$ cat config.mk
export PLATFORM = sky130hd
export DESIGN_NAME = pcpu_core
export DESIGN_NICKNAME = d
export VERILOG_FILES = /design/src/rtl/pcpu_pkg.sv /design/src/rtl/pcpu_alu.sv /design/src/rtl/pcpu_core.sv
export SDC_FILE = /design/constraint.sdc
export NUM_CORES = 1
export LEC_CHECK = 0
export CAP_MARGIN = 5
export CORE_MARGIN = 10
export CORE_UTILIZATION = 50
export CTS_CLUSTER_DIAMETER = 30
export CTS_CLUSTER_SIZE = 10
export DETAILED_ROUTE_END_ITERATION = 12
export GPL_TIMING_DRIVEN = 0
export HOLD_SLACK_MARGIN = 0.02
export MAX_ROUTING_LAYER = met4
export PLACE_DENSITY = 0.69
export SYNTH_ARGS = -nofsm -noshare
export SYNTH_HDL_FRONTEND = slang
export SYNTH_HIERARCHICAL = 1
export SYNTH_SLANG_ARGS = --single-unit
$ cat constraint.sdc
create_clock -name clk -period 5.61 [get_ports clk]
set_input_delay 0.8415 -clock clk [delete_from_list [all_inputs] [get_ports clk]]
set_output_delay 0.8415 -clock clk [all_outputs]
set_load 0.005 [all_outputs]
$ cat src/rtl/pcpu_pkg.sv
// Shared types for the pcpu accumulator core: opcodes, FSM states, ALU ops
// and instruction field-position helpers.
package pcpu_pkg;

    localparam int OP_W = 4;

    typedef enum logic [3:0] {
        OP_NOP  = 4'h0,
        OP_LDI  = 4'h1,
        OP_MOV  = 4'h2,
        OP_ADD  = 4'h3,
        OP_SUB  = 4'h4,
        OP_AND  = 4'h5,
        OP_OR   = 4'h6,
        OP_XOR  = 4'h7,
        OP_ADDI = 4'h8,
        OP_STA  = 4'h9,
        OP_JMP  = 4'hA,
        OP_JZ   = 4'hB,
        OP_JC   = 4'hC,
        OP_CALL = 4'hD,
        OP_RET  = 4'hE,
        OP_HLT  = 4'hF
    } opcode_e;

    typedef enum logic [1:0] {
        ST_FETCH = 2'd0,
        ST_EXEC  = 2'd1,
        ST_HALT  = 2'd2
    } state_e;

    typedef enum logic [2:0] {
        ALU_ADD = 3'd0,
        ALU_SUB = 3'd1,
        ALU_AND = 3'd2,
        ALU_OR  = 3'd3,
        ALU_XOR = 3'd4
    } alu_op_e;

    // Instruction layout is {op, ra, opb}; opb occupies the low DATA_W bits.
    function automatic int instr_width(input int ra_w, input int data_w);
        return OP_W + ra_w + data_w;
    endfunction

    function automatic int ra_lsb(input int data_w);
        return data_w;
    endfunction

    function automatic int op_lsb(input int ra_w, input int data_w);
        return ra_w + data_w;
    endfunction

endpackage

$ cat src/rtl/pcpu_alu.sv
// Combinational ALU for the pcpu core: add/sub with carry-borrow, bitwise ops,
// and a zero flag derived from the result.
module pcpu_alu
    import pcpu_pkg::*;
#(
    parameter int DATA_W = 8
) (
    input  logic [DATA_W-1:0] a_i,
    input  logic [DATA_W-1:0] b_i,
    input  alu_op_e           op_i,
    output logic [DATA_W-1:0] result_o,
    output logic              carry_o,
    output logic              zero_o
);

    logic [DATA_W:0] sum;

    always_comb begin
        sum      = {1'b0, a_i} + {1'b0, b_i};
        result_o = '0;
        carry_o  = 1'b0;
        case (op_i)
            ALU_ADD: begin
                result_o = sum[DATA_W-1:0];
                carry_o  = sum[DATA_W];
            end
            ALU_SUB: begin
                // Carry doubles as unsigned borrow on subtraction.
                result_o = a_i - b_i;
                carry_o  = (a_i < b_i);
            end
            ALU_AND: result_o = a_i & b_i;
            ALU_OR:  result_o = a_i | b_i;
            ALU_XOR: result_o = a_i ^ b_i;
            default: result_o = '0;
        endcase
    end

    assign zero_o = (result_o == '0);

endmodule

$ cat src/rtl/pcpu_core.sv
// Multi-cycle accumulator core: FETCH/EXEC/HALT FSM, register file, Z/C flags.
// Define PCPU_CALL_EN to enable the single-entry CALL/RET link register.
module pcpu_core
    import pcpu_pkg::*;
#(
    parameter int  DATA_W  = 8,
    parameter int  REG_N   = 8,
    parameter int  PC_W    = 8,
    localparam int RA_W    = $clog2(REG_N),
    localparam int INSTR_W = 4 + RA_W + DATA_W
) (
    input  logic               clk,
    input  logic               reset,
    output logic [PC_W-1:0]    imem_addr,
    output logic               imem_req,
    input  logic [INSTR_W-1:0] imem_data,
    input  logic               imem_valid,
    output logic [DATA_W-1:0]  acc_out,
    output logic               flag_z,
    output logic               flag_c,
    output logic               halted,
    output logic               retire
);

    localparam int OP_LSB = op_lsb(RA_W, DATA_W);
    localparam int RA_LSB = ra_lsb(DATA_W);

    state_e              state_q, state_d;
    logic [PC_W-1:0]     pc_q, pc_d;
    logic [INSTR_W-1:0]  ir_q, ir_d;
    logic [DATA_W-1:0]   acc_q, acc_d;
    logic                z_q, z_d;
    logic                c_q, c_d;
    logic [DATA_W-1:0]   regs_q [REG_N];
`ifdef PCPU_CALL_EN
    logic [PC_W-1:0]     link_q, link_d;
`endif

    logic                rf_we;
    logic [DATA_W-1:0]   rf_wdata;

    opcode_e             op;
    logic [RA_W-1:0]     ra, rb;
    logic [DATA_W-1:0]   opb, ra_val, rb_val;
    logic [PC_W-1:0]     pc_inc, target;

    alu_op_e             alu_op;
    logic [DATA_W-1:0]   alu_b, alu_res;
    logic                alu_c, alu_z;

    assign op     = opcode_e'(ir_q[OP_LSB +: OP_W]);
    assign ra     = ir_q[RA_LSB +: RA_W];
    assign opb    = ir_q[DATA_W-1:0];
    assign rb     = opb[RA_W-1:0];
    assign target = opb[PC_W-1:0];
    assign ra_val = regs_q[ra];
    assign rb_val = regs_q[rb];
    assign pc_inc = pc_q + PC_W'(1);

    always_comb begin
        alu_op = ALU_ADD;
        alu_b  = rb_val;
        case (op)
            OP_SUB:  alu_op = ALU_SUB;
            OP_AND:  alu_op = ALU_AND;
            OP_OR:   alu_op = ALU_OR;
            OP_XOR:  alu_op = ALU_XOR;
            OP_ADDI: alu_b  = opb;
            default: alu_op = ALU_ADD;
        endcase
    end

    pcpu_alu #(.DATA_W(DATA_W)) u_alu (
        .a_i      (ra_val),
        .b_i      (alu_b),
        .op_i     (alu_op),
        .result_o (alu_res),
        .carry_o  (alu_c),
        .zero_o   (alu_z)
    );

    always_comb begin
        state_d  = state_q;
        pc_d     = pc_q;
        ir_d     = ir_q;
        acc_d    = acc_q;
        z_d      = z_q;
        c_d      = c_q;
        rf_we    = 1'b0;
        rf_wdata = opb;
`ifdef PCPU_CALL_EN
        link_d   = link_q;
`endif
        case (state_q)
            ST_FETCH: begin
                if (imem_valid) begin
                    ir_d    = imem_data;
                    state_d = ST_EXEC;
                end
            end
            ST_EXEC: begin
                state_d = ST_FETCH;
                pc_d    = pc_inc;
                case (op)
                    OP_LDI: begin
                        rf_we    = 1'b1;
                        rf_wdata = opb;
                    end
                    OP_MOV: begin
                        rf_we    = 1'b1;
                        rf_wdata = rb_val;
                    end
                    OP_ADD, OP_SUB, OP_AND, OP_OR, OP_XOR, OP_ADDI: begin
                        acc_d = alu_res;
                        z_d   = alu_z;
                        c_d   = alu_c;
                    end
                    OP_STA: begin
                        rf_we    = 1'b1;
                        rf_wdata = acc_q;
                    end
                    OP_JMP: pc_d = target;
                    OP_JZ:  if (z_q) pc_d = target;
                    OP_JC:  if (c_q) pc_d = target;
`ifdef PCPU_CALL_EN
                    OP_CALL: begin
                        link_d = pc_inc;
                        pc_d   = target;
                    end
                    OP_RET: pc_d = link_q;
`endif
                    OP_HLT: state_d = ST_HALT;
                    default: pc_d = pc_inc;
                endcase
            end
            ST_HALT: state_d = ST_HALT;
            default: state_d = ST_FETCH;
        endcase
    end

    always_ff @(posedge clk) begin
        if (reset) begin
            state_q <= ST_FETCH;
            pc_q    <= '0;
            ir_q    <= '0;
            acc_q   <= '0;
            z_q     <= 1'b0;
            c_q     <= 1'b0;
`ifdef PCPU_CALL_EN
            link_q  <= '0;
`endif
            for (int i = 0; i < REG_N; i++) begin
                regs_q[i] <= '0;
            end
        end else begin
            state_q <= state_d;
            pc_q    <= pc_d;
            ir_q    <= ir_d;
            acc_q   <= acc_d;
            z_q     <= z_d;
            c_q     <= c_d;
`ifdef PCPU_CALL_EN
            link_q  <= link_d;
`endif
            if (rf_we) begin
                regs_q[ra] <= rf_wdata;
            end
        end
    end

    // Request and status are masked while reset is held so nothing leaks out
    // of a core caught mid-fetch or mid-execute.
    assign imem_req  = (state_q == ST_FETCH) && !reset;
    assign retire    = (state_q == ST_EXEC) && !reset;
    assign halted    = (state_q == ST_HALT) && !reset;
    assign imem_addr = pc_q;
    assign acc_out   = acc_q;
    assign flag_z    = z_q;
    assign flag_c    = c_q;

endmodule

==> metrics.cfg, run 1 <==
[setup_path]
reg2reg_to = flag_z
worstPathRequired_ps = 5900
path_class = flop to flop
cp-start-kind = flop
cp_max_fo = 10
worstSetupEndpointType = flop
regToRegSetupSlack_ps = 1190
reg2reg_depth = 14
cp.arrival_ps = 4710

[placement]
post-dp-hpwl_mm = 14.44
place_congestion = 0.9205
io_buffers = 38

[route]
drtPass1Iterations = 5
vias = 5652
drcViolationCount = 0
first_iter_violations = 715
wirelength_mm = 19.91
vias_per_cell = 6.232
ant_nets = 0
wl_per_cell_um = 21.95

[hold_path]
hp-start = ir_q[0]
hold_path_depth = 2
min_path_type = flop to flop

[floorplanning]
die-width_um = 137.2
die-area_sq_um = 18810
dieHeight_um = 137.2
ios = 39
std_cell_rows = 42
initial_core_util = 0.5142
core_area_sq_um = 13350

[global_route]
grt_use_total = 0.2215
grt_max_degree = 19
overflow = 0
antenna_found_initial = 0
grt_pass1_vias = 5571
grt_pass1_wl_mm = 30.75

[sta]
period_minus_slack_ps = 4421
slew_headroom = 0.3729
setup_viol = 0
final_hold_viol_count = 0
maxSlewViolCount = 0
rsz0062_at_grt = no
tightest_slew_ps = 937.1
hold_ws_ps = 514.9
max_clock_freq_mhz = 226.2
post-route-period-util = 0.7880
setup_tns_ps = 0
skew_ps = 10.03

[layout]
fillCellCount = 1188
nets = 771
area_growth_pct = 13.11
n_antenna_cell = 0
drive_gt1_frac = 0.1491
final_cell_mix = a21oi_1 (111), edfxtp_1 (64), nand2_1 (53)
final_common_cell = a21oi_1
multiInputGateArea_sq_um = 3771
area.sequential_sq_um = 2743

[cts]
post-cts-setup-buffers = 0
worstSkewPairLatency_ps = 360
cts_sinks = 105
cts_max_path_buffers = 2
cts_resized = 0
holdBufCountCts = 0
cts_buffers = 9
path_clk_slew_ps = 70
root_buffer = clkbuf_16
ctsHtreeMaxLevel = 3
cts_tree = yes

[synthesis]
synth_cell_types = 73
synth_ff_type = edfxtp_1
ys_ff_latch = 105
syn_inst = 677
ys_seq_area_frac = 0.3996
syn_area_sq_um = 6863
syn_area_per_cell_sq_um = 10.14
async_reset_ff_frac = 0
yosysWarningCount = 6
synth_edf_count = 64
syn_nets = 722

[flow_run]
cap_violations = 0

[power_and_ir_drop]
irDropWorstVdd_mv = 0.2550
cellPowerDensity_nw_per_um2 = 257.5
p_leak_nw = 2.661

[outcome]
status = finished, final reports clean

[how the worst max path moves through the flow]
| stage | startpoint | end | slack [ps] | depth (start not counted) |
|---|---|---|---|---|
| after global routing | flop | flag_z | 930 | 14 |
| after CTS | flop | flag_z | 1200 | 14 |
| after detailed placement | flop | flag_z | 1220 | 14 |
| after floorplan | flop | flag_z | 1880 | 14 |
| after global placement | flop | flag_z | 1250 | 14 |
| final | flop | flag_z | 1190 | 14 |
[power by group]
| group | internal, W | switching [W] |
|---|---|---|
| registers | 0.000845 | 0.0000247 |
| logic | 0.000196 | 0.000286 |
| clock network | 0.000350 | 0.000298 |
| total | 0.00139 | 0.000608 |
[state kept, by name, summed over array words and instances, names as in the netlist, named ones only]
signal and count:
ir_q 15, state_q 2, regs_q 64, imem_addr 8, flag_z 1, flag_c 1, acc_out 8
[kinds of logic after synthesis]
logic type,count (synthesis),share of synthesized area
AO/OA/AOI/OAI,216,0.1958
flip-flops,105,0.3996
buffers and inverters,75,0.05086
multiplexers,68,0.1473
AND/OR/NAND/NOR,185,0.1537
adder cells (fa/ha/maj),27,0.05141
XOR/XNOR,1,0.001276
[synth_stat cells (6+ instances only)]
cell type,count,area share
mux2i_4,8,0.026
nor2_1,21,0.011
a21oi_1,111,0.081
clkbuf_1,18,0.0098
a31oi_1,7,0.0064
o22ai_1,9,0.0082
nand2b_1,29,0.026
nand3b_1,10,0.011
edfxtp_1,64,0.28
dfxtp_1,41,0.12
a22oi_1,8,0.0088
ha_1,25,0.046
o21ai_0,27,0.020
mux4_2,16,0.053
buf_2,15,0.011
a21boi_0,6,0.0066
nand3_1,18,0.013
nor3_1,7,0.0051
nand2_1,53,0.029
mux2i_1,20,0.029
mux2_2,24,0.039
inv_1,30,0.016
[worst max-delay path: stages (launching register included)]
cell and delay, ps:
dfxtp_1 310, clkbuf_1 550, buf_2 500, mux4_2 560, mux2_2 300, ha_1 280
fa_1 450, or3b_1 190, a21oi_1 60, o32a_1 350, nor3_2 190, nand4_2 120
nor4_2 240, nand3_1 110, a21oi_1 150
[final cells by class]
| cell class | instances | area share |
|---|---|---|
| inverter | 31 | 0.01499 |
| clock inverter | 7 | 0.009510 |
| tap | 176 | 0.02837 |
| sequential | 105 | 0.3533 |
| multi-input combinational | 497 | 0.4858 |
| timing repair buffer | 38 | 0.04900 |
| clock buffer | 9 | 0.02901 |
| buffer | 44 | 0.02998 |
[metrics by stage]
step / instance area, sq um / power [W] / instances / worst slack [ps] / utilization
4_1_cts: 7762 / 0.001999 / 907 / 1204 / 0.5816
6_report: 7762 / 0.001999 / 907 / 1189 / 0.5816
3_3_place_gp: 7463 / 0.001350 / 891 / 1251 / 0.5591
5_1_grt: 7762 / 0.002079 / 907 / 926.2 / 0.5816
3_5_place_dp: 7463 / 0.001361 / 891 / 1217 / 0.5591
2_1_floorplan: 6863 / 0.001225 / 677 / 1884 / -
[layer usage]
layer / vias to the layer above / wire length (um) / part of all wire / GRT usage
met2: 275 / 9153 / 0.46 / 0.3329
met3: 43 / 1457 / 0.073 / 0.04362
met4: 0 / 654 / 0.033 / 0.08841
met5: - / 0 / 0 / -
li1: 2629 / - / - / -
met1: 2705 / 8643 / 0.43 / 0.2879
Note: power is estimated with default switching activity, not from simulation.
==> run 2, diff against run 1 <==
Clock period 5.61 ns to 4.5 ns, I/O delays scaled along.
==> metrics.cfg, run 2 (same netlist as run 1, synthesis figures left out) <==
[outcome]
status = finished, final reports clean  ; unchanged

[layout]
n_antenna_cell = 0  ; unchanged
largest_register_ffs = 64  ; unchanged
largestRegisters = regs_q: 64 flops, ir_q: 15 flops  ; unchanged
multiInputGateArea_sq_um = 3771  ; unchanged
area_growth_pct = 13.05  ; was 13.11%
final_common_cell = a21oi_1  ; unchanged
final_cell_mix = a21oi_1 (111), edfxtp_1 (64), nand2_1 (53)  ; unchanged
stdcell_area_sq_um = 7759  ; was 7762 sq um
fillCellCount = 1190  ; was 1,188
nets = 770  ; was 771
regMostFlops = regs_q  ; unchanged
area.sequential_sq_um = 2743  ; unchanged
drive_gt1_frac = 0.1493  ; was 0.1491

[placement]
post-dp-hpwl_mm = 14.44  ; unchanged
dpl-instance-area_sq_um = 7463  ; unchanged
post-place-ws_ps = 107.5  ; was 1217 ps
place_congestion = 0.9205  ; unchanged
io_buffers = 38  ; unchanged

[power_and_ir_drop]
intPower_w = 0.001733  ; was 0.001391 W
p_seq_frac = 0.436  ; was 0.435
p_leak_nw = 2.660  ; was 2.661 nW
comb_power_share = 0.239  ; was 0.241
p_clk_frac = 0.325  ; was 0.324
cellPowerDensity_nw_per_um2 = 321.1  ; was 257.5 nW/um^2
p_sw_frac = 0.3042  ; was 0.3044
power.switching_w = 0.0007579  ; was 0.0006084 W
irDropWorstVdd_mv = 0.3177  ; was 0.2550 mV

[cts]
path_clk_slew_ps = 70  ; about the same
post-cts-setup-buffers = 0  ; unchanged
worstSkewPairLatency_ps = 360  ; about the same
holdBufCountCts = 0  ; unchanged
ctsHtreeMaxLevel = 3  ; unchanged
cts_tree = yes  ; unchanged
cts_max_path_buffers = 2  ; unchanged
root_buffer = clkbuf_16  ; unchanged
cts_sinks = 105  ; unchanged
cts_buffers = 9  ; unchanged
cts_resized = 0  ; unchanged

[floorplanning]
die-area_sq_um = 18810  ; unchanged
std_cell_rows = 42  ; unchanged
dieHeight_um = 137.2  ; unchanged
core_area_sq_um = 13350  ; unchanged
die-width_um = 137.2  ; unchanged
initial_core_util = 0.5142  ; unchanged
ios = 39  ; unchanged

[setup_path]
slowest_delay_ps = 650  ; was 560 ps
worstPathRequired_ps = 4780  ; was 5900 ps
path_cells = buf_1 -> clkbuf_1 -> mux4_2 -> mux2_2 -> ha_1 -> fa_1 -> or3b_1 -> a21oi_1 -> o32a_1 -> nor3_2 -> nand4_2 -> nor4_2 -> nand3_1 -> a21oi_1  ; was clkbuf_1 -> buf_2 -> mux4_2 -> mux2_2 -> ha_1 -> fa_1 -> or3b_1 -> a21oi_1 -> o32a_1 -> nor3_2 -> nand4_2 -> nor4_2 -> nand3_1 -> a21oi_1
cp.arrival_ps = 4600  ; was 4710 ps
crit_slowest_cell = clkbuf_1  ; was mux4_2
cp-start-kind = flop  ; unchanged
path_class = flop to flop  ; unchanged
crit_top_cell = a21oi_1  ; unchanged
cp_num_buf_inv = 2  ; unchanged
worstSetupEndpointType = flop  ; unchanged
cp_max_fo = 10  ; unchanged
critPathTopFamily = buffers and inverters  ; unchanged

[sta]
fin_ws_ps = 178.9  ; was 1189 ps
final_hold_viol_count = 0  ; unchanged
setup_viol = 0  ; unchanged
skew_ps = 11.60  ; was 10.03 ps
maxSlewViolCount = 0  ; unchanged
slew_headroom = 0.3797  ; was 0.3729
hold_ws_ps = 514.9  ; about the same
setup_tns_ps = 0  ; unchanged
tightest_slew_ps = 927.0  ; was 937.1 ps
post-route-period-util = 0.9602  ; was 0.7880
rsz0062_at_grt = no  ; unchanged
max_clock_freq_mhz = 231.4  ; was 226.2 MHz
period_minus_slack_ps = 4321  ; was 4421 ps

[route]
vias = 5629  ; was 5,652
drcViolationCount = 0  ; unchanged
wirelength_mm = 19.81  ; was 19.91 mm
first_iter_violations = 663  ; was 715
wl_per_cell_um = 21.87  ; was 21.95 um
ant_nets = 0  ; unchanged
drtPass1Iterations = 6  ; was 5
vias_per_cell = 6.213  ; was 6.232

[flow_run]
cap_violations = 0  ; unchanged

[global_route]
grt_use_total = 0.2215  ; unchanged
grt_pass1_vias = 5571  ; unchanged
overflow = 0  ; unchanged
grt_max_degree = 19  ; unchanged
antenna_found_initial = 0  ; unchanged
grt_pass1_wl_mm = 30.75  ; unchanged

[hold_path]
min_path_type = flop to flop  ; unchanged

run 2: per-stage QoR:
stage	total power, W	cells	util
floorplan	0.001527	677	-
global placement	0.001683	891	0.5591
detailed placement	0.001696	891	0.5591
CTS	0.002493	907	0.5816
global route	0.002591	906	0.5813
finish	0.002491	906	0.5813
run 2: tightest hold or removal path, delay by kind of cell, from the launching register on:
| kind | cells | cell delay, ps |
|---|---|---|
| flip-flops | 1 | 330 |
| AO/OA/AOI/OAI | 1 | 70 |
| AND/OR/NAND/NOR | 1 | 60 |
run 2: path summary, 6_finish.rpt:
check	endpoint	from	cells past startpoint	slack, ps
max reg2reg	flag_z	flop	14	180
min	flop	ir_q[0]	2	510
min reg2reg	flop	ir_q[0]	2	510
max	flag_z	flop	14	180
run 2: routing by layer:
layer / vias to the layer above / wire length [um] / global-route usage
li1: 2630 / - / -
met1: 2686 / 8526 / 0.2879
met2: 278 / 9115 / 0.3329
met3: 35 / 1585 / 0.04362
met4: 0 / 586 / 0.08841
met5: - / 0 / -
run 2: power by group through the flow:
stage               Sequential, W  Combinational (W)  Clock, W
finish                    0.00109           0.000596  0.000809
global route              0.00109           0.000652  0.000850
CTS                       0.00108           0.000595  0.000814
detailed placement        0.00111           0.000591         0
global placement          0.00110           0.000580         0
floorplan                 0.00109           0.000434         0
run 2: layout make-up:
type | instances | share of cell area
inverters | 31 | 0.01500
clock buffers | 9 | 0.02903
repair buffers | 38 | 0.04902
plain buffers | 43 | 0.02951
flip-flops and latches | 105 | 0.3535
multi-input cells | 497 | 0.4861
clock inverters | 7 | 0.009515
well taps | 176 | 0.02838
==> run 3, diff against run 2 <==
Settings changed: CTS_BUF_LIST set to sky130_fd_sc_hd__clkbuf_2 sky130_fd_sc_hd__clkbuf_4 sky130_fd_sc_hd__clkbuf_8.
==> metrics.cfg, run 3 (same netlist as run 1, synthesis figures left out) <==
[outcome]
status = finished, final reports clean  ; unchanged

[cts]
ctsHtreeMaxLevel = 3  ; unchanged
path_clk_slew_ps = 100  ; was 70 ps
cts_tree = yes  ; unchanged
root_buffer = clkbuf_8  ; was clkbuf_16
cts_buffers = 9  ; unchanged
post-cts-setup-buffers = 0  ; unchanged
cts_sinks = 105  ; unchanged
worstSkewPairLatency_ps = 410  ; was 360 ps
cts_max_path_buffers = 2  ; unchanged

[route]
vias = 5672  ; was 5,629
ant_nets = 0  ; unchanged
first_iter_violations = 670  ; was 663
vias_per_cell = 6.260  ; was 6.213
wl_per_cell_um = 21.91  ; was 21.87 um
drtPass1Iterations = 6  ; unchanged
wirelength_mm = 19.85  ; was 19.81 mm
drcViolationCount = 0  ; unchanged

[setup_path]
path_class = flop to flop  ; unchanged
path_cells = buf_2 -> mux4_2 -> mux2_2 -> ha_1 -> fa_1 -> or3b_1 -> a21oi_1 -> o32a_1 -> nor3_2 -> nand4_2 -> nor4_2 -> nand3_1 -> a21oi_1  ; was buf_1 -> clkbuf_1 -> mux4_2 -> mux2_2 -> ha_1 -> fa_1 -> or3b_1 -> a21oi_1 -> o32a_1 -> nor3_2 -> nand4_2 -> nor4_2 -> nand3_1 -> a21oi_1
crit_slowest_cell = dfxtp_1  ; was clkbuf_1
cp.arrival_ps = 4540  ; was 4600 ps
slowest_delay_ps = 690  ; was 650 ps
worstPathRequired_ps = 4830  ; was 4780 ps
cp_max_fo = 10  ; unchanged
worstSetupEndpointType = flop  ; unchanged
cp-start-kind = flop  ; unchanged
crit_top_cell = a21oi_1  ; unchanged

[floorplanning]
die-width_um = 137.2  ; unchanged
initial_core_util = 0.5142  ; unchanged
dieHeight_um = 137.2  ; unchanged
die-area_sq_um = 18810  ; unchanged
core_area_sq_um = 13350  ; unchanged
std_cell_rows = 42  ; unchanged
ios = 39  ; unchanged

[sta]
fin_ws_ps = 291.0  ; was 178.9 ps
slew_headroom = 0.3699  ; was 0.3797
setup_viol = 0  ; unchanged
maxSlewViolCount = 0  ; unchanged
skew_ps = 20.14  ; was 11.60 ps
final_hold_viol_count = 0  ; unchanged
max_clock_freq_mhz = 237.6  ; was 231.4 MHz
rsz0062_at_grt = no  ; unchanged
post-route-period-util = 0.9353  ; was 0.9602
period_minus_slack_ps = 4209  ; was 4321 ps
tightest_slew_ps = 941.7  ; was 927.0 ps
setup_tns_ps = 0  ; unchanged

[global_route]
grt_use_total = 0.2209  ; was 0.2215
grt_pass1_vias = 5513  ; was 5,571
grt_max_degree = 19  ; unchanged
grt_pass1_wl_mm = 30.68  ; was 30.75 mm
antenna_found_initial = 0  ; unchanged
overflow = 0  ; unchanged

[power_and_ir_drop]
p_leak_nw = 2.617  ; was 2.660 nW
irDropWorstVdd_mv = 0.2628  ; was 0.3177 mV
cellPowerDensity_nw_per_um2 = 300.3  ; was 321.1 nW/um^2

[layout]
final_common_cell = a21oi_1  ; unchanged
fillCellCount = 1201  ; was 1,190
n_antenna_cell = 0  ; unchanged
drive_gt1_frac = 0.1507  ; was 0.1493
final_cells = 906  ; unchanged
stdcell_area_sq_um = 7659  ; was 7759 sq um
largestRegisters = regs_q: 64 flops, ir_q: 15 flops  ; unchanged
nets = 770  ; unchanged
largest_register_ffs = 64  ; unchanged
fin_util = 0.5738  ; was 0.5813
final_cell_mix = a21oi_1 (111), edfxtp_1 (64), nand2_1 (53)  ; unchanged
regMostFlops = regs_q  ; unchanged
area_growth_pct = 11.60  ; was 13.05%

[hold_path]
min_path_type = flop to flop  ; unchanged

[flow_run]
cap_violations = 0  ; unchanged

[placement]
place_congestion = 0.9205  ; unchanged
post-dp-hpwl_mm = 14.44  ; unchanged
io_buffers = 38  ; unchanged
dp_cells = 891  ; unchanged
post-place-ws_ps = 107.5  ; unchanged
dpl-instance-area_sq_um = 7463  ; unchanged

## run 3: cell counts in the layout (fill, tap and decap cells not counted)
Identical to the previous run, type by type.
## run 3: per-stage QoR
| step | hold slack [ps] | total power [W] |
|---|---|---|
| floorplan | 449.6 | 0.001527 |
| global placement | 496.6 | 0.001683 |
| detailed placement | 500.0 | 0.001696 |
| CTS | 514.3 | 0.002294 |
| global route | 556.2 | 0.002393 |
| finish | 517.6 | 0.002300 |
## run 3: layout make-up
class                      instances  area, sq um  share of cell area
buffer                            43        230.2             0.03006
clock buffer                       9        123.9             0.01617
clock inverter                     7        73.82            0.009639
inverter                          31        116.4             0.01519
multi-input combinational        497         3771              0.4924
sequential                       105         2743              0.3581
tap                              176        220.2             0.02875
timing repair buffer              38        380.4             0.04967
## run 3: layer usage
metal | vias up | GRT usage | share of wire
met2 | 284 | 0.3332 | 0.46
met3 | 49 | 0.03886 | 0.075
met4 | 0 | 0.09251 | 0.035
met1 | 2705 | 0.2875 | 0.43
met5 | - | - | 0
li1 | 2634 | - | -
## run 3: what timing repair did
item                       4_1_cts  5_1_grt
gates resized for setup          0        2
setup endpoints to repair        0        3
hold endpoints to repair         0        0
hold buffers                     0        0
## run 3: critical path: cells and delay by family (launching register included)
kind,cells,cell delay (ps)
multiplexers,2,850
AND/OR/NAND/NOR,5,840
adder cells (fa/ha/maj),2,730
flip-flops,1,690
AO/OA/AOI/OAI,3,540
buffers and inverters,1,470
## run 3: path summary, 6_finish.rpt
check / to / start / slack [ps] / cells after the start
worst max-delay path: flag_z / flop / 290 / 13
worst min-delay path: ir_q[0] / ir_q[0] / 520 / 2
worst max register to register: flag_z / flop / 290 / 13
worst min register to register: ir_q[0] / ir_q[0] / 520 / 2
## run 3: power breakdown
| group | switching (W) | total (W) | internal, W |
|---|---|---|---|
| clock network | 0.000355 | 0.000617 | 0.000262 |
| logic | 0.000352 | 0.000596 | 0.000244 |
| registers | 0.0000332 | 0.00109 | 0.00105 |
